### config.mk
export PLATFORM = sky130hd
export DESIGN_NAME = fetch_pc_unit
export DESIGN_NICKNAME = d
export VERILOG_FILES = /design/src/rtl/fetch_pc_unit.sv
export SDC_FILE = /design/constraint.sdc
export NUM_CORES = 1
export LEC_CHECK = 0
export CELL_PAD_IN_SITES_DETAIL_PLACEMENT = 1
export CELL_PAD_IN_SITES_GLOBAL_PLACEMENT = 2
export CORE_ASPECT_RATIO = 1.5
export CORE_MARGIN = 5
export CORE_UTILIZATION = 25
export CTS_BUF_LIST = sky130_fd_sc_hd__clkbuf_8
export DETAILED_ROUTE_END_ITERATION = 16
export GPL_ROUTABILITY_DRIVEN = 0
export HOLD_SLACK_MARGIN = 0.03
export PLACE_DENSITY = 0.88
export SYNTH_ARGS = -nofsm -noshare
export SYNTH_HDL_FRONTEND = slang
export SYNTH_SLANG_ARGS = --single-unit
export TNS_END_PERCENT = 50
### constraint.sdc
create_clock -name clk -period 4.1 [get_ports clk]
set_input_delay 0.615 -clock clk [delete_from_list [all_inputs] [get_ports clk]]
set_output_delay 0.615 -clock clk [all_outputs]
set_load 0.02 [all_outputs]
### src/rtl/fetch_pc_unit.sv
// Program counter and instruction-fetch sequencer for the RV32I core.
// Fetches over a valid/ack memory handshake and hands words to decode over valid/ready.
module fetch_pc_unit #(
  parameter logic [31:0] RESET_VECTOR = 32'h0000_0000
) (
  input  logic        clk,
  input  logic        rst,
  output logic [31:0] pc,
  input  logic [31:0] pc_seq,
  input  logic        redirect,
  input  logic [31:0] redirect_target,
  output logic        imem_req,
  output logic [31:0] imem_addr,
  input  logic        imem_ack,
  input  logic [31:0] imem_rdata,
  output logic [31:0] instr,
  output logic [31:0] instr_pc,
  output logic        instr_valid,
  input  logic        instr_ready,
  output logic        misaligned
);

  typedef enum logic [1:0] {
    IDLE  = 2'd0,
    FETCH = 2'd1,
    VALID = 2'd2,
    TRAP  = 2'd3
  } state_t;

  state_t state;
  logic   drop;
  logic   bad_target;

  assign bad_target  = (redirect_target[1:0] != 2'b00);
  assign imem_req    = (state == FETCH);
  assign instr_valid = (state == VALID);
  assign imem_addr   = pc;

  // drop remembers that the response now in flight belongs to a PC abandoned by a redirect.
  always_ff @(posedge clk or posedge rst) begin
    if (rst) begin
      state      <= IDLE;
      pc         <= RESET_VECTOR;
      instr      <= 32'h0;
      instr_pc   <= 32'h0;
      misaligned <= 1'b0;
      drop       <= 1'b0;
    end else begin
      case (state)
        IDLE: begin
          state <= FETCH;
          if (redirect) begin
            pc <= redirect_target;
            if (bad_target) begin
              misaligned <= 1'b1;
              state      <= TRAP;
            end
          end
        end
        FETCH: begin
          if (redirect && bad_target) begin
            pc         <= redirect_target;
            misaligned <= 1'b1;
            state      <= TRAP;
          end else if (redirect) begin
            pc   <= redirect_target;
            drop <= !imem_ack;
          end else if (imem_ack) begin
            if (drop) begin
              drop <= 1'b0;
            end else begin
              instr    <= imem_rdata;
              instr_pc <= pc;
              state    <= VALID;
            end
          end
        end
        VALID: begin
          if (redirect) begin
            pc <= redirect_target;
            if (bad_target) begin
              misaligned <= 1'b1;
              state      <= TRAP;
            end else begin
              state <= FETCH;
            end
          end else if (instr_ready) begin
            pc    <= pc_seq;
            state <= FETCH;
          end
        end
        TRAP: begin
          // Frozen until reset; any late memory response is simply ignored.
        end
        default: state <= IDLE;
      endcase
    end
  end

endmodule

After elaboration in Yosys (flattened, before gate mapping) --
Index checks and enable logic that the tools add are counted.
Storage, ports and cells: flip-flop bits (word level) 100, input bits 101, output and inout bits 131, word-level logic and storage cells 51
Operators by class: eq/ne operators 9, mux-type cells 20, bitwise logic cells 3, reduce and logical (&&, ||, !) cells 13
Operators with widths (number):
- $mux W32 | 4
- $pmux W32 S3 | 1
- $mux W2 | 8
- $reduce_and A5 Y1 | 2
- $ne A3 B2 Y1 const B | 3
- $ne A2 B1 Y1 const B | 3
- $pmux W2 S3 | 1
- $reduce_bool A2 Y1 | 3
- $mux W1 | 5
- $reduce_and A4 Y1 | 1
- $ne A3 B1 Y1 const B | 1
- $not A1 Y1 | 3
- $reduce_and A3 Y1 | 1
- $reduce_bool A3 Y1 | 1
- $eq A2 B1 Y1 const B | 1
- $eq A2 B2 Y1 const B | 1
- $logic_not A2 Y1 | 1
- $pmux W1 S2 | 1
- $reduce_and A2 Y1 | 1
- $reduce_or A2 Y1 | 1
- $logic_and A1 B1 Y1 | 1
- $logic_not A1 Y1 | 1

Longest topological paths before layout --
Gate-level depths: netlist of run 1.
word-level depth 5, depth in mapped cells 8, gate-level depth less buffers 6

Worst setup path before layout of run 1 --
OpenSTA, ideal clock, no wires.
path type register -> register, start point register state[0], end point register state[0], library setup time 0.150 ns, arrival 1.839 ns, data required time 3.950 ns, slack 2.111 ns, stages on the path, launching flop included 9, path buffers 2, clock period less this slack 1.989 ns, path through dfrtp_1 inv_1 ha_1 buf_6 nor3b_1 or2_0 buf_2 o41ai_2 o221ai_1
Between the ends: longest elaborated chain between the ends 3, elaborated cells on any way between the ends 10
Ends and longest elaborated chain:
- start: declaration | line 30 | state_t state;
- start signal: assignment | line 42 | state <= IDLE;
- start signal: assignment | line 51 | state <= FETCH;
- start signal: assignment | line 56 | state <= TRAP;
- $eq A2 B2 Y1 *
- via instr_valid | line 18 | output logic instr_valid,
- $ne A3 B2 Y1 (no source line) or $reduce_bool A3 Y1 (tied branches)
- $reduce_and A5 Y1 (no source line)
The timed path passes the listed nets; every way through them passes the cells marked *. A chain may end at the register's enable or synchronous reset.

Worst setup path in the final report of run 1 --
start point register state[0], end point output port instr_valid
Between the ends: longest elaborated chain between the ends 1
Ends and longest elaborated chain:
- $eq A2 B2 Y1 | line 36 | assign instr_valid = (state == VALID);
- end: declaration | line 18
No other way between the ends.

==> impl_metrics.ini, run 1 <==
[status]
status = complete, no violations

[cells_and_area]
area_growth_pct = 52.84
nets = 653
drive_gt1_frac = 0.1612
finalInstanceArea_um2 = 7181

[global_routing]
grt_pass1_wl_mm = 23.85
antenna_found_initial = 2
grt_overflow = 0
grt_usage = 0.1425
grt_max_degree = 67
grt_pass1_vias = 4040

[drt]
vias = 3714
ant_nets = 0
first_pass_iters = 4
wl_per_cell_um = 19.48
drtIter0Drc = 161
via_per_inst = 4.614
wirelength_mm = 15.68
drc_errors = 0

[min_path]
min_path_cells = 1
holdCritPathClass = reg2reg

[worst_setup_path]
crit_chain = inv_1 > ha_1 > clkdlybuf4s50_1
worstPathArrival_ns = 2.51
cp_slowest_cell = clkdlybuf4s50_1
critPathBufInv = 2
r2r_cells = 6
critical_path.max_stage_delay_ns = 0.78
critPathRequiredTime_ns = 3.48
cp.depth = 3
startpoint_type = flop
r2r_slack_ns = 1.34
critPathMaxFanout = 23
path_delay_family = buffers and inverters
worst_setup_path_end_kind = output pin
critPathKind = reg2out

[timing]
final_max_slew_viol_count = 0
hold_viol = 0
worst_slew_pin_slew_ns = 0.8811
fin_ws_ns = 0.9792
maxClockFrequency_mhz = 320.4
rsz0062_at_grt = no
fin_crit_sh = 0.7612
tns_ns = 0
clock_skew_ns = 0.01663
period_minus_slack_ns = 3.121
slew-limit-headroom = 0.4126
finalSetupViolations = 0

[clocking]
tritoncts = done
clkTransAtPathRegs_ns = 0.10
cts-root-buf = clkbuf_8
htree_levels = 3
cts_setup_buffers = 0
cts_buffers = 9
cts_sinks = 100
clock_latency_ns = 0.37
hold_buffers = 0
cts_resized = 0
cts.path.max_buffers = 2

[synth]
synth_seq_area_share = 0.5326
synth_cells = 359
yosysUniqueCellTypes = 30
yosys_warnings = 0
synthArstFlopShare = 1.000
synthFlopType = dfrtp_1
synth_edf_count = 0
syn-num-nets = 465
synth-seq-cells = 100
synth_area_per_cell_um2 = 13.09
synth_area_um2 = 4698

[power]
p_seq_frac = 0.322
pwr-share-clk = 0.116
p_total_w = 0.005499
p_sw_w = 0.002235
p_leak_nw = 2.871
intPower_w = 0.003264
ir_drop_v = 0.0002863
combinationalPowerShare = 0.562
switching_share = 0.4065
power_density_nw_per_um2 = 765.9

[place]
hpwl_mm = 12.10
dp_slack_ns = 1.339
dpl_cell_area_um2 = 6987
io_buffers = 231

[die]
die_x_um = 121.9
design.die.area_um2 = 21690
pin_count = 232
die_y_um = 177.9
rows = 61
initial_core_util = 0.2533
core_um2 = 18550

[job]
cap_violations = 0
## layout make-up
cell class / count / area (µm²)
clock inverters: 7 / 67.56
diodes: 1 / 2.502
inverters: 4 / 17.52
fillers: 1996 / 11370
well taps: 252 / 315.3
clock buffers: 9 / 123.9
multi-input cells: 194 / 1792
flip-flops and latches: 100 / 2502
repair buffers: 238 / 2360
## routing by layer
metal | wire, µm | global-route usage
met5 | 11 | 0
met2 | 8267 | 0.2553
met4 | 340 | 0.04626
met3 | 977 | 0.03731
met1 | 6087 | 0.1637
## cell usage after synthesis (2+ instances only)
master,count,share of area
a22oi_1,32,0.051
buf_6,5,0.012
nor2_1,4,0.0032
a22o_1,32,0.060
buf_2,11,0.012
nor2b_1,2,0.0027
a31oi_1,2,0.0027
a21oi_1,3,0.0032
dfrtp_1,100,0.53
mux2_2,59,0.14
o2bb2ai_1,32,0.060
o21ai_0,3,0.0032
buf_4,34,0.054
ha_1,5,0.013
and2_1,2,0.0027
inv_1,4,0.0032
clkbuf_1,11,0.0088
mux2_1,5,0.012
nand2_1,2,0.0016
## power groups by stage
stage / registers [W] / clock network, W / logic (W)
CTS: 0.00178 / 0.000675 / 0.00314
finish: 0.00177 / 0.000640 / 0.00309
global placement: 0.00177 / 0 / 0.00307
floorplan: 0.00225 / 0 / 0.00128
detailed placement: 0.00180 / 0 / 0.00313
global route: 0.00184 / 0.000711 / 0.00327
## placed cells by master (no fill, tap or decap)
master             n
or2_1              1
nor4bb_1           1
and2_1             2
a31o_2             1
a21oi_1            3
or2_2              1
nor2_1             4
clkinv_2           2
nor2b_1            1
a31oi_1            2
nor2b_4            1
diode_2            1
o41ai_2            1
nand2_1            2
nor3_4             1
clkinvlp_4         2
nor3b_1            1
clkdlybuf4s50_1  230
nand2b_1           1
o2bb2ai_1         32
buf_2              1
inv_1              4
buf_4              7
inv_6              1
a22o_1            32
o221ai_1           1
mux2_2            59
clkbuf_8           9
mux2_1             5
ha_1               5
dfrtp_1          100
o21bai_4           1
inv_4              1
o21ai_0            3
a22oi_1           32
nor3_1             1
bufinv_16          1
## sequential cells by signal, indices dropped and copies added (netlist names)
signal      flops
imem_addr      32
instr          32
drop            1
instr_pc       32
state           2
misaligned      1
## per-stage QoR
| step | hold slack [ns] | cells | utilization |
|---|---|---|---|
| finish | 0.4928 | 805 | 0.3872 |
| global route | 0.5055 | 805 | 0.3872 |
| CTS | 0.4996 | 804 | 0.3870 |
| detailed placement | 0.4754 | 788 | 0.3767 |
| global placement | 0.4709 | 788 | 0.3767 |
| floorplan | 0.5791 | 359 | - |
## cells by family after synthesis
kind of cell | count (synthesis) | synth area share
muxes | 64 | 0.1534
and+or+nand+nor | 17 | 0.02237
adders and majority gates | 5 | 0.01332
DFF | 100 | 0.5326
buffers and inverters | 65 | 0.09001
AOI/OAI and AO/OA | 108 | 0.1883
## final timing paths
check | start | endpoint
setup / recovery | state[0] | instr_valid
hold / removal | misaligned | misaligned
hold reg to reg | misaligned | misaligned
max in group asynchronous | rst | instr[22]
min in group asynchronous | rst | instr_pc[24]
setup reg to reg | state[0] | imem_addr[15]
No activity file was read; power rests on OpenSTA's default activity.
==> run 2, diff against run 1 <==
--- a/config.mk
+++ b/config.mk
@@ -9,12 +9,12 @@
 export CELL_PAD_IN_SITES_GLOBAL_PLACEMENT = 2
 export CORE_ASPECT_RATIO = 1.5
 export CORE_MARGIN = 5
-export CORE_UTILIZATION = 25
+export CORE_UTILIZATION = 23
 export CTS_BUF_LIST = sky130_fd_sc_hd__clkbuf_8
 export DETAILED_ROUTE_END_ITERATION = 16
 export GPL_ROUTABILITY_DRIVEN = 0
 export HOLD_SLACK_MARGIN = 0.03
-export PLACE_DENSITY = 0.88
+export PLACE_DENSITY = 0.85
 export SYNTH_ARGS = -nofsm -noshare
 export SYNTH_HDL_FRONTEND = slang
 export SYNTH_SLANG_ARGS = --single-unit
==> constraint.sdc (replaced) <==
create_clock -name clk -period 2.55 [get_ports clk]
set_input_delay 0.3825 -clock clk [delete_from_list [all_inputs] [get_ports clk]]
set_output_delay 0.3825 -clock clk [all_outputs]
set_load 0.02 [all_outputs]
==> impl_metrics.ini, run 2 (synthesis gave the netlist of run 1 again) <==
[clocking]
hold_buffers = 0
tritoncts = done
htree_levels = 3
cts-root-buf = clkbuf_8
cts_sinks = 100
cts_buffers = 9
clock_latency_ns = 0.37
cts.path.max_buffers = 2
clkTransAtPathRegs_ns = 0.11

[die]
die_y_um = 185.0
rows = 64
design.die.area_um2 = 23440
pin_count = 232
initial_core_util = 0.2319
core_um2 = 20260
die_x_um = 126.7

[power]
ir_drop_v = 0.0004297
p_leak_nw = 2.893
combinationalPowerShare = 0.568
p_sw_w = 0.003668
p_seq_frac = 0.319
pwr-share-clk = 0.113
switching_share = 0.4115
power_density_nw_per_um2 = 1227
intPower_w = 0.005246

[cells_and_area]
nets = 657
drive_gt1_frac = 0.1709
antennaDiodeCount = 0
layout_common_cells = 230 x clkdlybuf4s50_1, 100 x dfrtp_1, 59 x mux2_2
finalInstanceArea_um2 = 7262
area_growth_pct = 54.57
final_common_cell = clkdlybuf4s50_1

[worst_setup_path]
worst_setup_path_end_kind = output pin
cp_slowest_cell = clkdlybuf4s50_1
crit_chain = inv_1 > ha_4 > clkdlybuf4s50_1
cp.depth = 3
critical_path.max_stage_delay_ns = 0.65
critPathMaxFanout = 14
startpoint_type = flop
path_delay_family = buffers and inverters
critPathRequiredTime_ns = 2.17
critPathKind = reg2out
r2r_cells = 7
critPathBufInv = 2
worstPathArrival_ns = 1.95

[timing]
slew-limit-headroom = 0.3785
worst_slew_pin_slew_ns = 0.9298
clock_skew_ns = 0.01396
rsz0062_at_grt = no
final_max_slew_viol_count = 0
maxClockFrequency_mhz = 429.2
period_minus_slack_ns = 2.330
tns_ns = 0
fin_crit_sh = 0.9137
finalSetupViolations = 0
hold_viol = 0

[place]
dpl_cell_area_um2 = 7061
io_buffers = 231
hpwl_mm = 12.07

[min_path]
min_path_cells = 1
holdCritPathClass = reg2reg

[drt]
via_per_inst = 4.579
ant_nets = 0
wl_per_cell_um = 19.61
drc_errors = 0
vias = 3755
wirelength_mm = 16.08
drtIter0Drc = 124
first_pass_iters = 4

[global_routing]
grt_pass1_wl_mm = 24.87
grt_max_degree = 101
antenna_found_initial = 0
grt_pass1_vias = 4232
grt_usage = 0.1354
grt_overflow = 0

[status]
status = complete, no violations

[job]
cap_violations = 0
-- run 2: changes by cell type in the layout (fill, tap and decap cells not counted), sizes merged --
cell	change
buf	+4
clkbuf	+1
diode	-1
bufinv	-1
-- run 2: cell type report --
class / instances / area, µm²
clock buffers: 10 / 137.6
clock inverters: 6 / 53.80
fillers: 2152 / 13000
inverters: 4 / 18.77
multi-input cells: 194 / 1804
flip-flops and latches: 100 / 2502
well taps: 264 / 330.3
repair buffers: 242 / 2415
-- run 2: through the flow --
step           setup WS, ns  utilization  total power, W  instances  hold slack, ns
5_1_grt             0.08612       0.3584        0.009456        820          0.5272
3_5_place_dp         0.3135       0.3485        0.008033        804          0.4671
2_1_floorplan        0.5609            -        0.005677        359          0.4856
4_1_cts             0.05049       0.3580        0.009086        820          0.4900
6_report             0.2200       0.3584        0.008914        820          0.4848
3_3_place_gp         0.4355       0.3485        0.007876        804          0.4630
-- run 2: power by group through the flow --
stage	Sequential (W)	Combinational, W	Clock, W
3_3_place_gp	0.00284	0.00504	0
3_5_place_dp	0.00289	0.00514	0
6_report	0.00284	0.00507	0.00100
2_1_floorplan	0.00361	0.00206	0
5_1_grt	0.00295	0.00536	0.00115
4_1_cts	0.00286	0.00515	0.00107
-- run 2: what timing repair did --
item / in CTS / in global routing
buffers inserted: 0 / 0
resized for setup: 0 / 1
endpoints found under the setup margin: 0 / 1
-- run 2: routing by layer --
layer	part of all wire	vias up	global-route usage
li1	-	1699	-
met1	0.38	1910	0.1496
met2	0.56	132	0.2568
met3	0.055	14	0.03203
met4	0.012	0	0.03693
met5	0	-	0
-- run 2: worst paths after layout --
path                             from       endpoint  slack (ns)
max reg2reg                  state[0]  imem_addr[20]        0.28
min in group asynchronous         rst      instr[15]        0.50
min                        misaligned     misaligned        0.48
min reg2reg                misaligned     misaligned        0.48
max in group asynchronous         rst  imem_addr[31]        1.58
max                          state[0]    instr_valid        0.22
==> run 3, diff against run 2 <==
--- a/config.mk
+++ b/config.mk
@@ -18,4 +18,4 @@
 export SYNTH_ARGS = -nofsm -noshare
 export SYNTH_HDL_FRONTEND = slang
 export SYNTH_SLANG_ARGS = --single-unit
-export TNS_END_PERCENT = 50
+export TNS_END_PERCENT = 10
==> results of run 3 <==
The final DEF is identical to that of run 2; final timing and power are the same.
